--- config.mk ---
export PLATFORM = sky130hd
export DESIGN_NAME = control_sequencer
export DESIGN_NICKNAME = d
export VERILOG_FILES = /design/src/rtl/cpu_pkg.sv /design/src/rtl/pc_reg.sv /design/src/rtl/control_sequencer.sv
export SDC_FILE = /design/constraint.sdc
export NUM_CORES = 1
export LEC_CHECK = 0
export CORE_MARGIN = 2
export CORE_UTILIZATION = 47
export DETAILED_ROUTE_END_ITERATION = 8
export PLACE_DENSITY = 0.79
export SYNTH_ARGS = -nofsm -noshare
export SYNTH_HDL_FRONTEND = slang
export SYNTH_SLANG_ARGS = --single-unit
export TNS_END_PERCENT = 30
--- constraint.sdc ---
create_clock -name clk -period 2.7 [get_ports clk]
set_input_delay 0.81 -clock clk [delete_from_list [all_inputs] [get_ports clk]]
set_output_delay 0.81 -clock clk [all_outputs]
set_load 0.01 [all_outputs]
--- src/rtl/cpu_pkg.sv ---
// Shared opcode, ALU-select, state and width definitions for the control sequencer.
package cpu_pkg;

    localparam int ADDR_W  = 12;
    localparam int WORD_W  = 16;
    localparam int OP_W    = 4;
    localparam int NUM_OPS = 8;

    localparam logic [OP_W-1:0] OP_LOAD   = 4'd0;
    localparam logic [OP_W-1:0] OP_STORE  = 4'd1;
    localparam logic [OP_W-1:0] OP_ADD    = 4'd2;
    localparam logic [OP_W-1:0] OP_AND    = 4'd3;
    localparam logic [OP_W-1:0] OP_JUMP   = 4'd4;
    localparam logic [OP_W-1:0] OP_JUMPZ  = 4'd5;
    localparam logic [OP_W-1:0] OP_COMP   = 4'd6;
    localparam logic [OP_W-1:0] OP_RSHIFT = 4'd7;

    // One-hot decode positions; bit n corresponds to opcode n.
    localparam logic [NUM_OPS-1:0] OH_LOAD   = NUM_OPS'(1) << OP_LOAD;
    localparam logic [NUM_OPS-1:0] OH_STORE  = NUM_OPS'(1) << OP_STORE;
    localparam logic [NUM_OPS-1:0] OH_ADD    = NUM_OPS'(1) << OP_ADD;
    localparam logic [NUM_OPS-1:0] OH_AND    = NUM_OPS'(1) << OP_AND;
    localparam logic [NUM_OPS-1:0] OH_JUMP   = NUM_OPS'(1) << OP_JUMP;
    localparam logic [NUM_OPS-1:0] OH_JUMPZ  = NUM_OPS'(1) << OP_JUMPZ;
    localparam logic [NUM_OPS-1:0] OH_COMP   = NUM_OPS'(1) << OP_COMP;
    localparam logic [NUM_OPS-1:0] OH_RSHIFT = NUM_OPS'(1) << OP_RSHIFT;

    typedef enum logic [2:0] {
        ALU_PASS = 3'd0,
        ALU_ADD  = 3'd1,
        ALU_AND  = 3'd2,
        ALU_NOT  = 3'd3,
        ALU_SHR  = 3'd4
    } alu_sel_e;

    typedef enum logic [1:0] {
        ST_FETCH  = 2'd0,
        ST_DECODE = 2'd1,
        ST_EXEC   = 2'd2,
        ST_HALT   = 2'd3
    } state_e;

    function automatic logic is_onehot(input logic [NUM_OPS-1:0] v);
        return (v != '0) && ((v & (v - NUM_OPS'(1))) == '0);
    endfunction

endpackage

--- src/rtl/pc_reg.sv ---
// 12-bit program counter: async clear, increment, parallel load (load wins).
// Single-cycle update; no backpressure.
module pc_reg
    import cpu_pkg::*;
(
    input  logic              clk,
    input  logic              rst_n,
    input  logic              i_inc,
    input  logic              i_load,
    input  logic [ADDR_W-1:0] i_din,
    output logic [ADDR_W-1:0] o_q
);

    logic [ADDR_W-1:0] r_q;

    always_ff @(posedge clk or negedge rst_n) begin
        if (!rst_n) begin
            r_q <= '0;
        end else if (i_load) begin
            r_q <= i_din;
        end else if (i_inc) begin
            r_q <= r_q + ADDR_W'(1);
        end
    end

    assign o_q = r_q;

endmodule

--- src/rtl/control_sequencer.sv ---
// Fetch/decode/execute sequencer driving memory, ALU select and PC; halts on illegal decode.
// Three cycles per instruction at zero wait; memory waits stretch FETCH/EXEC by one cycle each.
module control_sequencer
    import cpu_pkg::*;
(
    input  logic              clk,
    input  logic              rst_n,
    output logic              mem_req,
    output logic              mem_we,
    output logic [ADDR_W-1:0] mem_addr,
    input  logic              mem_ack,
    input  logic [WORD_W-1:0] mem_rdata,
    output logic [OP_W-1:0]   ir_op,
    input  logic              dec_load,
    input  logic              dec_store,
    input  logic              dec_add,
    input  logic              dec_and,
    input  logic              dec_jump,
    input  logic              dec_jumpz,
    input  logic              dec_comp,
    input  logic              dec_rshift,
    input  logic              ac_zero,
    output logic              ac_ld,
    output logic [2:0]        alu_sel,
    output logic [ADDR_W-1:0] pc,
    output logic              halted
);

    state_e               r_state;
    state_e               w_next;
    logic [WORD_W-1:0]    r_ir;
    logic [NUM_OPS-1:0]   r_op_q;
    logic                 r_halted;
    logic                 r_ack_q;
    logic [NUM_OPS-1:0]   w_dec;
    logic                 w_req;
    logic                 w_we;
    logic [ADDR_W-1:0]    w_addr;
    logic                 w_ac_ld;
    alu_sel_e             w_alu;
    logic                 w_pc_inc;
    logic                 w_pc_load;
    logic                 w_ack_acc;
    logic                 w_ac_ld_g;

    assign w_dec = {dec_rshift, dec_comp, dec_jumpz, dec_jump,
                    dec_and, dec_add, dec_store, dec_load};

    always_comb begin
        w_next    = r_state;
        w_req     = 1'b0;
        w_we      = 1'b0;
        w_addr    = pc;
        w_ac_ld   = 1'b0;
        w_alu     = ALU_PASS;
        w_pc_inc  = 1'b0;
        w_pc_load = 1'b0;
        case (r_state)
            ST_FETCH: begin
                // The cycle right after an accepted ack is kept idle on the bus.
                if (!r_ack_q) begin
                    w_req = 1'b1;
                    if (mem_ack) begin
                        w_pc_inc = 1'b1;
                        w_next   = ST_DECODE;
                    end
                end
            end
            ST_DECODE: begin
                w_next = is_onehot(w_dec) ? ST_EXEC : ST_HALT;
            end
            ST_EXEC: begin
                w_addr = r_ir[ADDR_W-1:0];
                case (r_op_q)
                    OH_LOAD, OH_ADD, OH_AND: begin
                        w_req = 1'b1;
                        if (mem_ack) begin
                            w_ac_ld = 1'b1;
                            w_alu   = (r_op_q == OH_ADD) ? ALU_ADD :
                                      (r_op_q == OH_AND) ? ALU_AND : ALU_PASS;
                            w_next  = ST_FETCH;
                        end
                    end
                    OH_STORE: begin
                        w_req = 1'b1;
                        w_we  = 1'b1;
                        if (mem_ack) begin
                            w_next = ST_FETCH;
                        end
                    end
                    OH_JUMP: begin
                        w_pc_load = 1'b1;
                        w_next    = ST_FETCH;
                    end
                    OH_JUMPZ: begin
                        w_pc_load = ac_zero;
                        w_next    = ST_FETCH;
                    end
                    OH_COMP: begin
                        w_ac_ld = 1'b1;
                        w_alu   = ALU_NOT;
                        w_next  = ST_FETCH;
                    end
                    OH_RSHIFT: begin
                        w_ac_ld = 1'b1;
                        w_alu   = ALU_SHR;
                        w_next  = ST_FETCH;
                    end
                    default: w_next = ST_FETCH;
                endcase
            end
            ST_HALT: begin
                w_next = ST_HALT;
            end
            default: w_next = ST_FETCH;
        endcase
    end

    assign w_ack_acc = w_req & mem_ack;

    always_ff @(posedge clk or negedge rst_n) begin
        if (!rst_n) begin
            r_state  <= ST_FETCH;
            r_ir     <= '0;
            r_op_q   <= '0;
            r_halted <= 1'b0;
            r_ack_q  <= 1'b0;
        end else begin
            r_state <= w_next;
            r_ack_q <= w_ack_acc;
            if (r_state == ST_FETCH && w_ack_acc) begin
                r_ir <= mem_rdata;
            end
            if (r_state == ST_DECODE) begin
                r_op_q <= w_dec;
                if (w_next == ST_HALT) begin
                    r_halted <= 1'b1;
                end
            end
        end
    end

    pc_reg u_pc (
        .clk    (clk),
        .rst_n  (rst_n),
        .i_inc  (w_pc_inc),
        .i_load (w_pc_load),
        .i_din  (r_ir[ADDR_W-1:0]),
        .o_q    (pc)
    );

    // Reset forces the bus and load strobe quiet even though the state resets to FETCH.
    assign w_ac_ld_g = w_ac_ld & rst_n;
    assign mem_req   = w_req & rst_n;
    assign mem_we    = w_we & rst_n;
    assign mem_addr  = w_addr;
    assign ac_ld     = w_ac_ld_g;
    assign alu_sel   = w_ac_ld_g ? w_alu : ALU_PASS;
    assign ir_op     = r_ir[WORD_W-1:WORD_W-OP_W];
    assign halted    = r_halted;

endmodule
==> results.cfg <==
[place]
io_buffers = 62
gp_congestion = 0.7852
hpwl_um = 4027

[die]
num_rows = 24
ios = 63
core_mm2 = 0.004414
die_y_um = 71.96
dieArea_mm2 = 0.005178
die_x_um = 71.96
start_util_pct = 49.18

[worst_setup_path]
path_class = reg2out
worstPathMaxFanout = 5
crit_arrival_ns = 1.87
cp_slowest_cell = dfrtp_1
crit_family = compound AO/OA/AOI/OAI gates
crit_path_cell_trace = buf_4 > xor2_1 > o211ai_1 > and2_4 > nor2_2 > a31o_1 > buf_2
crit_cells = 7
cpPeakStageDelay_ns = 0.39
cp_data_required_time_ns = 1.89
crit_path_end_kind = output pin
crit_buf_inv = 2
r2r_cells = 7
startpoint_type = flip-flop

[power_and_ir_drop]
max-vdd-ir-drop_v = 0.0004019
p_per_area_mw_per_mm2 = 613.5
p_leak_nw = 1.502
finalPower_mw = 1.947

[sta]
slew_viol_final = 0
clock_skew_ns = 0.01255
tightest_slew_ns = 0.7149
period_minus_slack_ns = 2.681
hold_viol = 0
rsz0062_at_grt = true
relSlewSlack_pct = 52.16
max_freq_ghz = 0.3730
period_share_pct = 99.28
finalSetupViolCount = 0

[synth]
syn_nets = 264
synthFlopType = dfrtp_1
avgSynthCellArea_um2 = 9.238
synth-seq-cells = 40
synth-async-reset-ratio_pct = 100.0
yosysUniqueCellTypes = 43
synth_edf_count = 0
synth_top_family_by_area = simple AND/OR/NAND/NOR gates
synth-simple-area-share_pct = 24.84
yosys-top-cells-area = dfrtp_1 (46%), nand2_1 (11%), mux2_2 (9.9%)
syn_inst = 235
synth_area_mm2 = 0.002171
yosysTopAreaCellShare_pct = 46.11
synthAdderAreaFrac_pct = 1.037
yosys.area.top_type = dfrtp_1
yosysWarnings = 0
synth_compound_area_share_pct = 12.33
yosysSeqAreaShare_pct = 46.11
synth_xor_area_share_pct = 2.017
synthMuxAreaShare_pct = 9.856

[routing]
vias_per_cell = 5.433
ant_nets = 0
drc = 0
num_vias = 2021
wirelength_um = 5591
wire_per_inst_um = 15.03
drt_iter0_drc = 184
firstDrtPassIters = 4

[cts]
cts.sinks = 40
cts_htree_levels = 2
clk_pin_slew_ns = 0.07
clkLatencyLatePin_ns = 0.29
cts_made_buffers = 5
cts_root_buf = clkbuf_8
clockBufferDepth = 2
tritoncts = done

[hold_path]
hold_class = in2async

[finish]
antennaDiodeCount = 0
multi_input_area_mm2 = 0.001166
drive_gt1_share_pct = 24.38
seqCellArea_mm2 = 0.001001
fill_cells = 338
mostFrequentLayoutCells = nand2_1 (65), clkdlybuf4s50_1 (45), dfrtp_1 (40)
fin_util_pct = 71.91
area_growth_pct = 46.22
nNetsFinal = 349
final_common_cell = nand2_1

[global_routing]
grt_max_degree = 20
grt_overflow = 0
grt_pass1_vias = 2036
antenna_found_initial = 0
grt_pass1_wl_um = 9204
grt_use_total_pct = 22.92

[status]
status = completed

[job]
drv_cap = 0
## per-stage QoR
| stage | TNS, ns | hold WS (ns) | cells | instance area [um^2] | worst slack (ns) |
|---|---|---|---|---|---|
| floorplan | 0 | 0.4469 | 235 | 2171 | 0.4253 |
| global placement | -1.596 | 0.4530 | 364 | 3008 | -0.5175 |
| detailed placement | -1.712 | 0.4597 | 364 | 3008 | -0.6019 |
| CTS | -0.2488 | 0.4568 | 371 | 3107 | -0.04315 |
| global route | -0.1378 | 0.4734 | 372 | 3174 | -0.03161 |
| finish | 0 | 0.4658 | 372 | 3174 | 0.01932 |
## registers in the layout, summed over array words and instances (netlist names)
signal    flops
u_pc.o_q     12
r_ir         16
r_state       2
r_ack_q       1
halted        1
r_op_q        8
## path summary, 6_finish.rpt
| kind | from | endpoint | slack, ns |
|---|---|---|---|
| worst max-delay path | r_op_q[2] | mem_req | 0.02 |
| worst min-delay path | rst_n | r_op_q[6] | 0.47 |
| worst max register to register | r_op_q[2] | u_pc.o_q[9] | 0.80 |
| worst min register to register | r_ir[12] | r_ir[12] | 0.48 |
| max in group asynchronous | rst_n | r_ir[9] | 1.83 |
| min in group clk | r_ir[12] | r_ir[12] | 0.48 |
## cells by family after synthesis
family	Yosys count
simple gates	115
flops	40
compound gates	38
mux	19
buf+inv	16
xor+xnor	5
fa+ha+maj	2
## power by group
group | internal [mW] | switching, mW
Combinational | 0.426 | 0.347
Sequential | 0.697 | 0.104
Clock | 0.176 | 0.197
Total | 1.30 | 0.649
## synth_stat cells (4+ instances only)
cell type and n:
a21oi_1 5, a221o_1 4, buf_4 5, clkbuf_1 4, dfrtp_1 40, mux2_2 19, nand2_1 66, nand3_1 6
nor2_1 12, nor3_1 7, o21ai_0 6, o21ai_1 7
## what timing repair did
action | CTS | global route
hold buffers | 0 | 0
setup buffers | 0 | 1
pin swaps | 2 | 5
gates resized for setup | 25 | 22
endpoints found under the hold margin | 0 | 0
setup endpoints to repair | 18 | 17
## per-layer routing
layer / GRT usage [%] / share of wire, % / vias to the layer above
li1: - / - / 992
met1: 27.09 / 43 / 966
met2: 41.36 / 52 / 57
met4: 7.757 / 1.1 / 0
met5: 0 / 0 / -
met3: 4.861 / 3.9 / 6
## layout make-up
cell class / instances / area share, %
clock inverters: 1 / 0.1577
clock buffers: 6 / 2.286
repair buffers: 90 / 26.76
multi-input cells: 179 / 36.74
inverters: 4 / 0.4730
flip-flops and latches: 40 / 31.53
well taps: 52 / 2.050
(Power assumes the default switching activity.)
